### src/rtl/net_pkg.sv
// Shared constants for the network-to-transport receive path.
package net_pkg;

  localparam logic [2:0] S_IDLE    = 3'd0;
  localparam logic [2:0] S_PAYLOAD = 3'd1;
  localparam logic [2:0] S_DROP    = 3'd2;

  localparam int PACKET_SIZE_DEF = 16;
  localparam int PHONE_POS       = 0;

  function automatic logic [7:0] sat_inc8(input logic [7:0] v);
    return (v == 8'hFF) ? v : v + 8'd1;
  endfunction

endpackage

### src/rtl/rx_commit_fifo.sv
// Byte FIFO with a speculative write pointer that is either committed or rolled back.
module rx_commit_fifo #(
  parameter int DEPTH_LOG2 = 9
) (
  input  logic                clk,
  input  logic                rst_n,
  input  logic                wr_en,
  input  logic [7:0]          wr_data,
  input  logic                commit,
  input  logic                rollback,
  input  logic                rd_en,
  output logic [7:0]          rd_data,
  output logic                rd_valid,
  output logic [DEPTH_LOG2:0] count,
  output logic [DEPTH_LOG2:0] free,
  output logic                empty
);

  localparam int PTR_W = DEPTH_LOG2 + 1;

  logic [7:0]       mem_q [2**DEPTH_LOG2];
  logic [PTR_W-1:0] wr_ptr_q, wr_ptr_d;
  logic [PTR_W-1:0] wr_commit_q, wr_commit_d;
  logic [PTR_W-1:0] rd_ptr_q, rd_ptr_d;
  logic [7:0]       rd_data_q, rd_data_d;
  logic             rd_valid_q, rd_valid_d;
  logic             rd_fire_s;

  assign empty    = (wr_commit_q == rd_ptr_q);
  assign count    = wr_commit_q - rd_ptr_q;
  assign free     = PTR_W'(2**DEPTH_LOG2) - (wr_ptr_q - rd_ptr_q);
  assign rd_data  = rd_data_q;
  assign rd_valid = rd_valid_q;

  // Pointer and read-register next-state; commit captures the post-write pointer
  always_comb begin
    rd_fire_s = rd_en && !empty;
    if (rollback) begin
      wr_ptr_d = wr_commit_q;
    end else if (wr_en) begin
      wr_ptr_d = wr_ptr_q + PTR_W'(1);
    end else begin
      wr_ptr_d = wr_ptr_q;
    end
    if (commit) begin
      wr_commit_d = wr_ptr_d;
    end else begin
      wr_commit_d = wr_commit_q;
    end
    if (rd_fire_s) begin
      rd_ptr_d  = rd_ptr_q + PTR_W'(1);
      rd_data_d = mem_q[rd_ptr_q[DEPTH_LOG2-1:0]];
    end else begin
      rd_ptr_d  = rd_ptr_q;
      rd_data_d = rd_data_q;
    end
    rd_valid_d = rd_fire_s;
  end

  // Payload storage
  always_ff @(posedge clk) begin
    if (wr_en && !rollback) begin
      mem_q[wr_ptr_q[DEPTH_LOG2-1:0]] <= wr_data;
    end
  end

  // Pointer and read-data registers
  always_ff @(posedge clk or negedge rst_n) begin
    if (!rst_n) begin
      wr_ptr_q    <= PTR_W'(0);
      wr_commit_q <= PTR_W'(0);
      rd_ptr_q    <= PTR_W'(0);
      rd_data_q   <= 8'd0;
      rd_valid_q  <= 1'b0;
    end else begin
      wr_ptr_q    <= wr_ptr_d;
      wr_commit_q <= wr_commit_d;
      rd_ptr_q    <= rd_ptr_d;
      rd_data_q   <= rd_data_d;
      rd_valid_q  <= rd_valid_d;
    end
  end

endmodule

### src/rtl/net_to_tran.sv
// Strips the phone byte from fixed-length network packets and exposes only
// fully received payloads to the transport layer.
module net_to_tran
  import net_pkg::*;
#(
  parameter int PACKET_SIZE = PACKET_SIZE_DEF,
  parameter int DEPTH_LOG2  = 9,
  parameter int TIMEOUT     = 64
) (
  input  logic                clk,
  input  logic                reset,
  input  logic [7:0]          packetIn,
  input  logic                packetValid,
  input  logic                tranRd,
  output logic                recvReady,
  output logic [7:0]          dataOut,
  output logic                dataValid,
  output logic                bufEmpty,
  output logic [DEPTH_LOG2:0] bufCount,
  output logic [7:0]          phoneNum,
  output logic                packetReady,
  output logic [7:0]          dropCount,
  output logic [2:0]          debug
);

  localparam int CNT_W  = $clog2(PACKET_SIZE);
  localparam int GAP_W  = $clog2(TIMEOUT + 1);
  localparam int FREE_W = DEPTH_LOG2 + 1;

  logic [2:0]        state_q, state_d;
  logic [CNT_W-1:0]  cnt_q, cnt_d;
  logic [GAP_W-1:0]  gap_q, gap_d;
  logic [7:0]        phone_pend_q, phone_pend_d;
  logic [7:0]        phone_num_q, phone_num_d;
  logic [7:0]        drop_cnt_q, drop_cnt_d;
  logic              pkt_ready_q, pkt_ready_d;
  logic              wr_en_s, commit_s, rollback_s, room_s, last_s;
  logic [FREE_W-1:0] free_s;

  rx_commit_fifo #(.DEPTH_LOG2(DEPTH_LOG2)) u_fifo (
    .clk      (clk),
    .rst_n    (reset),
    .wr_en    (wr_en_s),
    .wr_data  (packetIn),
    .commit   (commit_s),
    .rollback (rollback_s),
    .rd_en    (tranRd),
    .rd_data  (dataOut),
    .rd_valid (dataValid),
    .count    (bufCount),
    .free     (free_s),
    .empty    (bufEmpty)
  );

  assign room_s      = (free_s >= FREE_W'(PACKET_SIZE - 1));
  assign last_s      = (cnt_q == CNT_W'(PACKET_SIZE - 2));
  assign recvReady   = (state_q == S_IDLE) && room_s;
  assign phoneNum    = phone_num_q;
  assign packetReady = pkt_ready_q;
  assign dropCount   = drop_cnt_q;
  assign debug       = state_q;

  // Packet FSM: room is judged once at the phone byte, so payload writes never overflow
  always_comb begin
    state_d      = state_q;
    cnt_d        = cnt_q;
    gap_d        = gap_q;
    phone_pend_d = phone_pend_q;
    phone_num_d  = phone_num_q;
    drop_cnt_d   = drop_cnt_q;
    pkt_ready_d  = 1'b0;
    wr_en_s      = 1'b0;
    commit_s     = 1'b0;
    rollback_s   = 1'b0;
    case (state_q)
      S_IDLE: begin
        cnt_d = CNT_W'(PHONE_POS);
        gap_d = GAP_W'(0);
        if (packetValid && room_s) begin
          phone_pend_d = packetIn;
          state_d      = S_PAYLOAD;
        end else if (packetValid) begin
          state_d = S_DROP;
        end else begin
          state_d = S_IDLE;
        end
      end
      S_PAYLOAD, S_DROP: begin
        if (packetValid) begin
          gap_d   = GAP_W'(0);
          cnt_d   = cnt_q + CNT_W'(1);
          wr_en_s = (state_q == S_PAYLOAD);
          if (last_s && (state_q == S_PAYLOAD)) begin
            commit_s    = 1'b1;
            phone_num_d = phone_pend_q;
            pkt_ready_d = 1'b1;
            state_d     = S_IDLE;
          end else if (last_s) begin
            drop_cnt_d = sat_inc8(drop_cnt_q);
            state_d    = S_IDLE;
          end else begin
            state_d = state_q;
          end
        end else if (gap_q == GAP_W'(TIMEOUT - 1)) begin
          rollback_s = 1'b1;
          drop_cnt_d = sat_inc8(drop_cnt_q);
          state_d    = S_IDLE;
        end else begin
          gap_d = gap_q + GAP_W'(1);
        end
      end
      default: begin
        state_d = S_IDLE;
      end
    endcase
  end

  // FSM and status registers
  always_ff @(posedge clk or negedge reset) begin
    if (!reset) begin
      state_q      <= S_IDLE;
      cnt_q        <= CNT_W'(0);
      gap_q        <= GAP_W'(0);
      phone_pend_q <= 8'd0;
      phone_num_q  <= 8'd0;
      drop_cnt_q   <= 8'd0;
      pkt_ready_q  <= 1'b0;
    end else begin
      state_q      <= state_d;
      cnt_q        <= cnt_d;
      gap_q        <= gap_d;
      phone_pend_q <= phone_pend_d;
      phone_num_q  <= phone_num_d;
      drop_cnt_q   <= drop_cnt_d;
      pkt_ready_q  <= pkt_ready_d;
    end
  end

endmodule

### config.mk
export PLATFORM = sky130hd
export DESIGN_NAME = net_to_tran
export DESIGN_NICKNAME = d
export VERILOG_FILES = /design/src/rtl/net_pkg.sv /design/src/rtl/rx_commit_fifo.sv /design/src/rtl/net_to_tran.sv
export SDC_FILE = /design/constraint.sdc
export NUM_CORES = 2
export LEC_CHECK = 0
export BUFFER_PORTS_ARGS = -buffer_cell sky130_fd_sc_hd__buf_2
export CORE_MARGIN = 2
export CORE_UTILIZATION = 40
export DETAILED_ROUTE_END_ITERATION = 7
export GPL_ROUTABILITY_DRIVEN = 0
export HOLD_SLACK_MARGIN = 0.08
export SETUP_SLACK_MARGIN = 0.05
export SYNTH_ARGS = -nofsm -noshare
export SYNTH_HDL_FRONTEND = slang
export SYNTH_SLANG_ARGS = --single-unit
### constraint.sdc
create_clock -name clk -period 8.49 [get_ports clk]
set_input_delay 1.698 -clock clk [delete_from_list [all_inputs] [get_ports clk]]
set_output_delay 1.698 -clock clk [all_outputs]
set_load 0.01 [all_outputs]
==> out/qor.txt <==
Crit Path Max Fanout -> 20
Met2 usage -> 34.2%
Syn_nets -> 7921
Iter 0 DRT Violations -> 12300
Final net count -> 8099
Longest Clk Path Bufs -> 4
Met1 Resource Use GR -> 30.5%
Syn Inst Count -> 7870
Commonest cells after routing, fill and taps aside -> 4096 x edfxtp_1, 930 x mux4_2, 595 x nor2_1
First-pass GRT wire length -> 644 mm
Hold Crit Depth -> 1
Slowest cell on crit path -> dfrtp_4
CTS clk-pin slew, worst paths -> 0.06 ns
Register area -> 125000 µm²
Reg2reg end -> u_fifo.rd_data[3]$_DFFE_PN0P_
Min-delay worst type -> reg2reg
Resize count post-CTS -> 0
Pin count of the biggest net entering global routing -> 206
Die Height -> 642 µm
Worst setup EP type -> primary output
Pins Over Slew Limit -> 0
Dpl cells -> 13100
Top_reg_cell synth -> edfxtp_1
H-tree levels -> 5
Vias/cell -> 6.00
Row count -> 234
Hold_buf cts -> 0
WL per Instance -> 33.6 µm
Synthesis warning total -> 0
Number of fill cells -> 34000
GRT Max-Usage Layer -> met2
Worst vdd ir -> 278 µV
R2R cell count -> 10
TNS Setup -> 0 ns
Pwr Total -> 0.0576 W
Clk Latency, worst-skew pair -> 1.00 ns
Buf+Inv Stages, Crit Path -> 4
Worst Path Required -> 6.79 ns
Hold_sp -> phone_pend_q[2]$_DFFE_PN0P_
Slew HR -> 8.15%
Setup bufs post-CTS -> 0
Post-place instance area -> 170000 µm²
Final hold viol count -> 0
Layout Cells excl Fill -> 13800
Mean Syn Cell Area -> 20.7 µm²
RSZ-0062 raised after global routing -> no
Antenna-violating nets left -> 0
Die Footprint -> 412000 µm²
Max Clock Skew -> 0.0844 ns
Setup-failing EPs final -> 0
Period Utilization, post-route -> 76.7%
Sequential share of the synthesized area -> 76.7%
Post-synth EDFFs -> 4096
Gr ovfl total -> 0
P_leak -> 56.8 nW
Die Width -> 642 µm
Worst slew pin tran -> 1.36 ns
Area of the multi-input gates -> 35600 µm²
Critical path cell sequence -> inv_2 > ha_1 > inv_1 > ha_1 > inv_1 > fa_1 > nor2b_1 > o21ai_0 > a21oi_1 > o31a_1 > o211ai_1 > a21oi_1 > nand3_1 > and2_1 > buf_2
Design area -> 183000 µm²
Kind of critical path -> reg2out
Clk sinks -> 4173
Power density over cell area -> 315 nW/µm²
CTS tree -> done
Tmin final -> 6.51 ns
Post-route DRC -> 0
Max_cap viols -> 0
Commonest non-fill, non-tap cell in the layout -> edfxtp_1
Post-synthesis register bit count -> 4173
Drt total wl -> 464 mm
Core ar. -> 406000 µm²
Yosys cell types -> 73
CP delay by family, top -> compound AO/OA/AOI/OAI gates
Dpl hpwl -> 272 mm
Worst r2r src -> u_fifo.rd_ptr_q[1]$_DFFE_PN0P_
Startpoint types -> register
Via count -> 83000
P&R area growth vs syn -> 12.4%
Worst path max stage delay -> 0.78 ns
Hold endpoint -> phoneNum[2]$_DFFE_PN0P_
Area of the mapped netlist -> 163000 µm²
Crit path DAT -> 4.81 ns
Status -> complete, no violations
I/O pin count -> 53
IO Port Bufs -> 51
Peak Freq -> 0.154 GHz
GR Layer Usage met3 -> 4.78%
Root buf cell -> clkbuf_16
Pre-antenna DRT Iters -> 5
Ratio of cells with drive above 1 in the final layout -> 22.3%
Initial cell density of the core -> 40.2%
Share of flip-flops with an asynchronous set or reset -> 1.85%
Initial antenna violation count -> 29
Vias in the first global route -> 81500
GRT Util Overall -> 21.9%
Total CTS buffers -> 417
Flop-to-flop setup slack -> 2.52 ns
[stage by stage]
step | hold slack (ns) | util [%] | setup slack (ns)
floorplan | 0.451 | - | 3.32
global route | 0.522 | 45.1 | 1.74
global placement | 0.473 | 41.8 | 2.74
detailed placement | 0.493 | 41.8 | 2.68
finish | 0.500 | 45.1 | 1.98
CTS | 0.505 | 45.1 | 2.01
[registers in the layout, indices dropped and copies added, names as in the netlist, 2 cells and up]
| name | cells |
|---|---|
| u_fifo.rd_data | 8 |
| u_fifo.mem_q | 4096 |
| u_fifo.wr_ptr_q | 10 |
| phone_pend_q | 8 |
| gap_q | 7 |
| phoneNum | 8 |
| u_fifo.rd_ptr_q | 10 |
| cnt_q | 4 |
| u_fifo.wr_commit_q | 10 |
| dropCount | 8 |
| debug | 2 |
[where the power goes]
group	leakage, nW	internal, W	switching (W)	total (W)
Sequential	37.8	0.0227	0.000297	0.0230
Clock	6.58	0.0104	0.00792	0.0183
Combinational	12.4	0.00609	0.0102	0.0163
Total	56.8	0.0392	0.0184	0.0576
[cell usage after synthesis, drive strengths merged, types with 7 or more instances]
| cell | instances | share of area, % |
|---|---|---|
| a2111oi | 15 | 0.081 |
| o21ai | 131 | 0.40 |
| or3 | 7 | 0.027 |
| a21oi | 155 | 0.48 |
| xnor2 | 31 | 0.17 |
| mux2i | 360 | 2.2 |
| and3 | 17 | 0.065 |
| dfrtp | 77 | 1.2 |
| mux2 | 45 | 0.31 |
| nand3 | 52 | 0.16 |
| nand2 | 207 | 0.48 |
| xor2 | 9 | 0.048 |
| mux4 | 930 | 13 |
| a22o | 20 | 0.11 |
| a211oi | 29 | 0.13 |
| a21o | 7 | 0.032 |
| o22ai | 57 | 0.22 |
| nor2b | 25 | 0.096 |
| clkbuf | 183 | 0.42 |
| ha | 37 | 0.28 |
| nand2b | 7 | 0.027 |
| nor2 | 602 | 1.4 |
| o221ai | 48 | 0.26 |
| nand4 | 14 | 0.054 |
| a31oi | 20 | 0.077 |
| buf | 297 | 1.2 |
| nor4 | 7 | 0.027 |
| o211ai | 23 | 0.11 |
| inv | 35 | 0.081 |
| a22oi | 96 | 0.44 |
| a221oi | 106 | 0.57 |
| nor3 | 45 | 0.14 |
| edfxtp | 4096 | 75 |
[per-layer routing]
| layer | wire, µm | part of all wire [%] | up-vias |
|---|---|---|---|
| li1 | - | - | 33100 |
| met1 | 184000 | 40 | 44600 |
| met2 | 217000 | 47 | 4456 |
| met3 | 44700 | 9.6 | 740 |
| met4 | 18200 | 3.9 | 18 |
| met5 | 115 | 0.025 | - |
[cell families after synthesis]
| logic type | Yosys count | share of synthesized area [%] |
|---|---|---|
| simple gates | 1003 | 2.54 |
| other cells | 1 | 0.00230 |
| mux | 1335 | 15.4 |
| xor+xnor | 40 | 0.215 |
| fa+ha+maj | 39 | 0.309 |
| compound gates | 763 | 3.22 |
| flops | 4173 | 76.7 |
| buf+inv | 516 | 1.67 |
[worst max-delay path by stage]
stage,startpoint,endpoint,slack [ns],depth (start not counted)
6_report,u_fifo.rd_ptr_q[0]$_DFFE_PN0P_,recvReady,1.98,15
5_1_grt,u_fifo.rd_ptr_q[0]$_DFFE_PN0P_,recvReady,1.74,15
4_1_cts,u_fifo.rd_ptr_q[0]$_DFFE_PN0P_,recvReady,2.01,15
3_5_place_dp,u_fifo.rd_ptr_q[1]$_DFFE_PN0P_,u_fifo.rd_data[3]$_DFFE_PN0P_,2.68,10
3_3_place_gp,u_fifo.rd_ptr_q[0]$_DFFE_PN0P_,u_fifo.rd_data[5]$_DFFE_PN0P_,2.74,10
2_1_floorplan,u_fifo.rd_ptr_q[0]$_DFFE_PN0P_,recvReady,3.32,20
[final cells by class]
| type | instances | area share [%] |
|---|---|---|
| clock inverter | 258 | 1.39 |
| antenna | 7 | 0.00956 |
| tap | 5428 | 3.71 |
| sequential | 4173 | 68.2 |
| clock buffer | 513 | 5.98 |
| multi-input combinational | 3181 | 19.4 |
| inverter | 36 | 0.0833 |
| timing repair buffer | 239 | 1.16 |
(Power assumes the default switching activity.)
